**config.mk**
```make
export PLATFORM = sky130hd
export DESIGN_NAME = alu_arbiter
export DESIGN_NICKNAME = d
export VERILOG_FILES = /design/src/rtl/alu_arbiter.sv
export SDC_FILE = /design/constraint.sdc
export NUM_CORES = 1
export LEC_CHECK = 0
export BUFFER_PORTS_ARGS = -buffer_cell sky130_fd_sc_hd__buf_2
export CAP_MARGIN = 20
export CORE_MARGIN = 4
export CORE_UTILIZATION = 51
export DETAILED_ROUTE_END_ITERATION = 8
export PLACE_DENSITY = 0.93
export SYNTH_ARGS = -nofsm -noshare
export SYNTH_HDL_FRONTEND = slang
export SYNTH_SLANG_ARGS = --single-unit
export TNS_END_PERCENT = 20
```
**constraint.sdc**
```tcl
create_clock -name clk -period 5.3 [get_ports clk]
set_input_delay 0.53 -clock clk [delete_from_list [all_inputs] [get_ports clk]]
set_output_delay 0.53 -clock clk [all_outputs]
set_load 0.05 [all_outputs]
```
**src/rtl/alu_arbiter.sv**
```systemverilog
// alu_arbiter: two-requester round-robin front end for a shared multi-cycle
// ALU (ALU593). A requester's operands/opcode are captured at grant, the ALU
// is started, and a one-cycle done pulse returns the result (or a timeout
// abort flagged by err) to the owner. Every output comes straight from a
// register so nothing combinational leaks from req/alu_done to the outputs.
module alu_arbiter #(
  parameter int unsigned TIMEOUT = 255  // max BUSY cycles without alu_done (1..255)
) (
  input  logic        clk,
  input  logic        reset,
  // requester 0
  input  logic        req0,
  input  logic [7:0]  A0,
  input  logic [7:0]  B0,
  input  logic [3:0]  op0,     // alu_opcode_t
  output logic        gnt0,
  output logic        done0,
  // requester 1
  input  logic        req1,
  input  logic [7:0]  A1,
  input  logic [7:0]  B1,
  input  logic [3:0]  op1,     // alu_opcode_t
  output logic        gnt1,
  output logic        done1,
  // shared response
  output logic        err,
  output logic [15:0] result,
  // ALU593 side
  output logic        alu_start,
  output logic [7:0]  alu_A,
  output logic [7:0]  alu_B,
  output logic [3:0]  alu_op,  // alu_opcode_t
  input  logic        alu_done,
  input  logic [15:0] alu_result
);

  typedef enum logic [1:0] {
    ST_IDLE = 2'd0,
    ST_BUSY = 2'd1,
    ST_RESP = 2'd2
  } state_t;

  localparam logic [7:0]  WD_LIMIT   = 8'(TIMEOUT);
  localparam logic [15:0] ABORT_WORD = 16'hFFFF;

  state_t      state_q;
  logic        owner_q;   // 0 = requester 0, 1 = requester 1
  logic        last_q;    // requester served most recently
  logic [7:0]  wd_q;      // BUSY cycles seen without alu_done
  logic [7:0]  a_q;
  logic [7:0]  b_q;
  logic [3:0]  op_q;
  logic        start_q;
  logic        gnt0_q;
  logic        gnt1_q;
  logic        done0_q;
  logic        done1_q;
  logic        err_q;
  logic [15:0] result_q;

  logic        any_req_d;
  logic        pick_d;
  logic [7:0]  sel_a_d;
  logic [7:0]  sel_b_d;
  logic [3:0]  sel_op_d;
  logic [7:0]  wd_d;
  logic        wd_expire_d;

  // Arbitration pick, operand mux and watchdog increment for the current cycle.
  always_comb begin
    // NOTE: every signal gets a value before any branch so no latch is inferred.
    any_req_d   = req0 | req1;
    pick_d      = 1'b0;
    if (req0 && req1) begin
      pick_d = ~last_q;           // contention: whoever was not served last
    end else if (req1) begin
      pick_d = 1'b1;
    end
    sel_a_d     = pick_d ? A1  : A0;
    sel_b_d     = pick_d ? B1  : B0;
    sel_op_d    = pick_d ? op1 : op0;
    wd_d        = wd_q + 8'd1;
    wd_expire_d = (wd_d == WD_LIMIT);
  end

  // Control FSM with all outputs registered; reset aborts silently.
  always_ff @(posedge clk) begin
    // NOTE: state is updated with non-blocking assignments so every register
    // samples pre-edge values, independent of statement order.
    if (reset) begin
      state_q  <= ST_IDLE;
      owner_q  <= 1'b0;
      last_q   <= 1'b1;           // gives requester 0 priority after reset
      wd_q     <= 8'd0;
      a_q      <= 8'd0;
      b_q      <= 8'd0;
      op_q     <= 4'd0;
      start_q  <= 1'b0;
      gnt0_q   <= 1'b0;
      gnt1_q   <= 1'b0;
      done0_q  <= 1'b0;
      done1_q  <= 1'b0;
      err_q    <= 1'b0;
      result_q <= 16'd0;
    end else begin
      case (state_q)
        ST_IDLE: begin
          if (any_req_d) begin
            owner_q <= pick_d;
            a_q     <= sel_a_d;
            b_q     <= sel_b_d;
            op_q    <= sel_op_d;
            wd_q    <= 8'd0;
            start_q <= 1'b1;
            gnt0_q  <= ~pick_d;
            gnt1_q  <= pick_d;
            state_q <= ST_BUSY;
          end
        end

        ST_BUSY: begin
          if (alu_done) begin
            // Completion wins even on the edge the watchdog would expire.
            result_q <= alu_result;
            err_q    <= 1'b0;
            start_q  <= 1'b0;
            done0_q  <= ~owner_q;
            done1_q  <= owner_q;
            state_q  <= ST_RESP;
          end else if (wd_expire_d) begin
            wd_q     <= wd_d;
            result_q <= ABORT_WORD;
            err_q    <= 1'b1;
            start_q  <= 1'b0;
            done0_q  <= ~owner_q;
            done1_q  <= owner_q;
            state_q  <= ST_RESP;
          end else begin
            wd_q <= wd_d;
          end
        end

        ST_RESP: begin
          // Done pulse lasts exactly this one cycle; grant drops with it.
          done0_q <= 1'b0;
          done1_q <= 1'b0;
          gnt0_q  <= 1'b0;
          gnt1_q  <= 1'b0;
          last_q  <= owner_q;
          state_q <= ST_IDLE;
        end

        default: begin
          start_q <= 1'b0;
          gnt0_q  <= 1'b0;
          gnt1_q  <= 1'b0;
          done0_q <= 1'b0;
          done1_q <= 1'b0;
          state_q <= ST_IDLE;
        end
      endcase
    end
  end

  assign gnt0      = gnt0_q;
  assign gnt1      = gnt1_q;
  assign done0     = done0_q;
  assign done1     = done1_q;
  assign err       = err_q;
  assign result    = result_q;
  assign alu_start = start_q;
  assign alu_A     = a_q;
  assign alu_B     = b_q;
  assign alu_op    = op_q;

endmodule

```
==> key figures <==
Power
  • Pleak: 0.00135 uW
  • VDD IR max: 0.215 mV
  • Pwr Total: 949 uW
  • Pwr Density: 305 nW/um^2

Floorplan
  • Die X: 77.8 um
  • Height of the die: 77.8 um
  • Core area: 4720 um^2
  • Initial Utilization: 52.7%
  • Std cell rows: 25
  • # IOs: 103
  • Die area: 6060 um^2

Yosys
  • Register area share after synthesis: 43.5%
  • Syn_area_per_cell: 8.61 um^2
  • Area fraction of the dominant cell type after synthesis: 43.5%
  • Synth top area cells: dfxtp_1 (43%), nor2_1 (8.3%), a222oi_1 (8.0%)
  • Mapped Cells: 289
  • Post-synth ARST share: 0%
  • Post-Syn Area: 2490 um^2
  • Synth unique cells: 44
  • Largest area contributor in the netlist: dfxtp_1
  • Ys Warns: 0
  • EDFF count, synth: 0
  • Commonest register cell after synthesis: dfxtp_1
  • Synthesized flop and latch total: 54
  • Post-synth net total: 352

Critical path
  • CP max FO: 17
  • CP Class: flip-flop to flip-flop
  • Slowest cell delay on critical path: 480 ps
  • Crit-path cells: ha_1 > nand3_1 > nand3b_1 > a32oi_4 > nand2_4 > a221oi_1
  • Critical path startpoint category: flip-flop
  • Worst EP required: 5500 ps
  • CP Data Arrival Time: 2530 ps
  • Crit end category: flip-flop
  • CP max-delay cell: dfxtp_1

STA
  • Final setup violation count: 0
  • RSZ-0062 raised after global routing: no
  • Hold_ws: 462 ps
  • Fin crit period: 2340 ps
  • Worst rel slew slack: 31.8%
  • Clock skew: 4.73 ps
  • Final Cycle Share: 44.1%
  • Final hold vios: 0
  • Setup tns final: 0 ps
  • Fmax: 428 MHz
  • Post-route worst setup slack: 2960 ps
  • Actual slew at the worst max-slew pin: 1020 ps
  • Max Slew Vio Count: 0

Finish
  • Share of layout cells above drive strength 1: 33.3%
  • Antenna diodes: 0
  • Synth-to-layout area growth: 25.2%
  • Final nets: 440
  • Design area: 3110 um^2

Route
  • WL per Instance: 15.0 um
  • Detailed Route WL: 6700 um
  • Routed Antenna Nets: 0
  • Drt pass-1 iters: 9
  • Initial drt markers: 226
  • Residual DRC count: 0
  • Vias/cell: 5.84
  • Vias: 2,599

Global routing
  • Largest net degree at the start of global routing: 54
  • Congestion Overflow GR: 0
  • Total GRT Usage: 22.1%
  • Initial antenna violation count: 0
  • First-pass GRT wire length: 11,000 um
  • Vias in the first global route: 2,492

Placement
  • GP Congestion: 0.858
  • Pre-CTS worst setup slack: 2820 ps
  • I/O Buffers: 102
  • Final HPWL DP: 4710 um
  • Placement Cell Area: 3010 um^2

CTS
  • Clock Tree Root: clkbuf_8
  • Clock Pin Slew Worst Setup and Hold Paths: 90 ps
  • CTS H-tree depth: 2
  • Worst-Skew Late Latency: 300 ps
  • Cts bufs inserted: 5
  • CTS Hold Bufs: 0
  • Sink Count: 54
  • CTS tree: yes
  • CTS max path bufs: 2
  • Cts repair resizes: 0
  • Post-CTS setup repair buffer count: 0

Outcome
  • Status: finished clean

Flow run
  • Max-capacitance violation count: 0

Min path
  • Worst Hold Class: primary input to flip-flop
per-layer routing:
layer | global-route usage (%) | share of wire (%) | vias up
met5 | 0 | 0 | -
met2 | 37.3 | 50 | 126
met3 | 5.92 | 8.1 | 17
met4 | 9.61 | 2.6 | 0
met1 | 26.1 | 40 | 1207
li1 | - | - | 1249
cell families after synthesis:
group / count (synthesis) / synth area share (%)
AND/OR/NAND/NOR: 112 / 20.2
AO/OA/AOI/OAI: 88 / 29.3
flip-flops: 54 / 43.5
buffers and inverters: 31 / 5.18
multiplexers: 2 / 0.805
adder cells (fa/ha/maj): 2 / 1.01
path summary, 6_finish.rpt:
kind	from	end	slack (ps)	cells after the start
hold reg to reg	alu_start	alu_start	490	2
setup / recovery	wd_q[0]	result[0]	2960	6
hold / removal	op1[2]	alu_op[2]	460	3
setup reg to reg	wd_q[0]	result[0]	2960	6
state kept, by name (all words and copies together) (netlist names):
signal,cells
alu_A,8
alu_B,8
alu_op,4
alu_start,1
done0,1
done1,1
err,1
gnt0,1
gnt1,1
last_q,1
owner_q,1
result,16
state_q,2
wd_q,8
worst max-delay path, delay by kind of cell, from the launching register on:
kind	cells	cell delay (ps)
AO/OA/AOI/OAI	2	680
adder cells (fa/ha/maj)	1	310
flip-flops	1	480
AND/OR/NAND/NOR	3	760
power breakdown:
part	switching, uW	total, uW	internal [uW]
clock	128	269	142
sequential	17.6	449	431
combinational	162	231	69.2
total	307	949	642
cell type report:
cell class / instances / area, um^2
fillers: 388 / 1610
multi-input cells: 204 / 1280
flip-flops and latches: 54 / 1080
repair buffers: 105 / 533
well taps: 67 / 83.8
clock buffers: 7 / 76.3
clock inverters: 1 / 30.0
inverters: 7 / 26.3
cells in the mapped netlist, types with 3 or more instances:
| library cell | number |
|---|---|
| a222oi_1 | 20 |
| o21ai_0 | 23 |
| dfxtp_1 | 54 |
| a221oi_1 | 8 |
| inv_1 | 6 |
| buf_2 | 4 |
| or3_1 | 3 |
| clkbuf_1 | 18 |
| a221oi_2 | 9 |
| nor2b_1 | 3 |
| nand3_1 | 4 |
| a21oi_1 | 13 |
| nor3_1 | 3 |
| and3_1 | 3 |
| nand2_1 | 27 |
| nor2_1 | 55 |
cells in the final DEF, fill, tap and decap left out, types with 6 or more instances in the layout:
cell      instances
buf_2           102
nor2_1           55
dfxtp_1          54
nand2_1          27
o21ai_0          23
a222oi_1         20
a21oi_1          13
a221oi_2          9
a221oi_1          8
inv_1             6
per-stage QoR:
stage | cells | util (%)
final | 445 | 65.9
after global routing | 445 | 65.9
after CTS | 445 | 65.9
after detailed placement | 437 | 63.7
after global placement | 437 | 63.7
after floorplan | 289 | -
(Power assumes the default switching activity.)
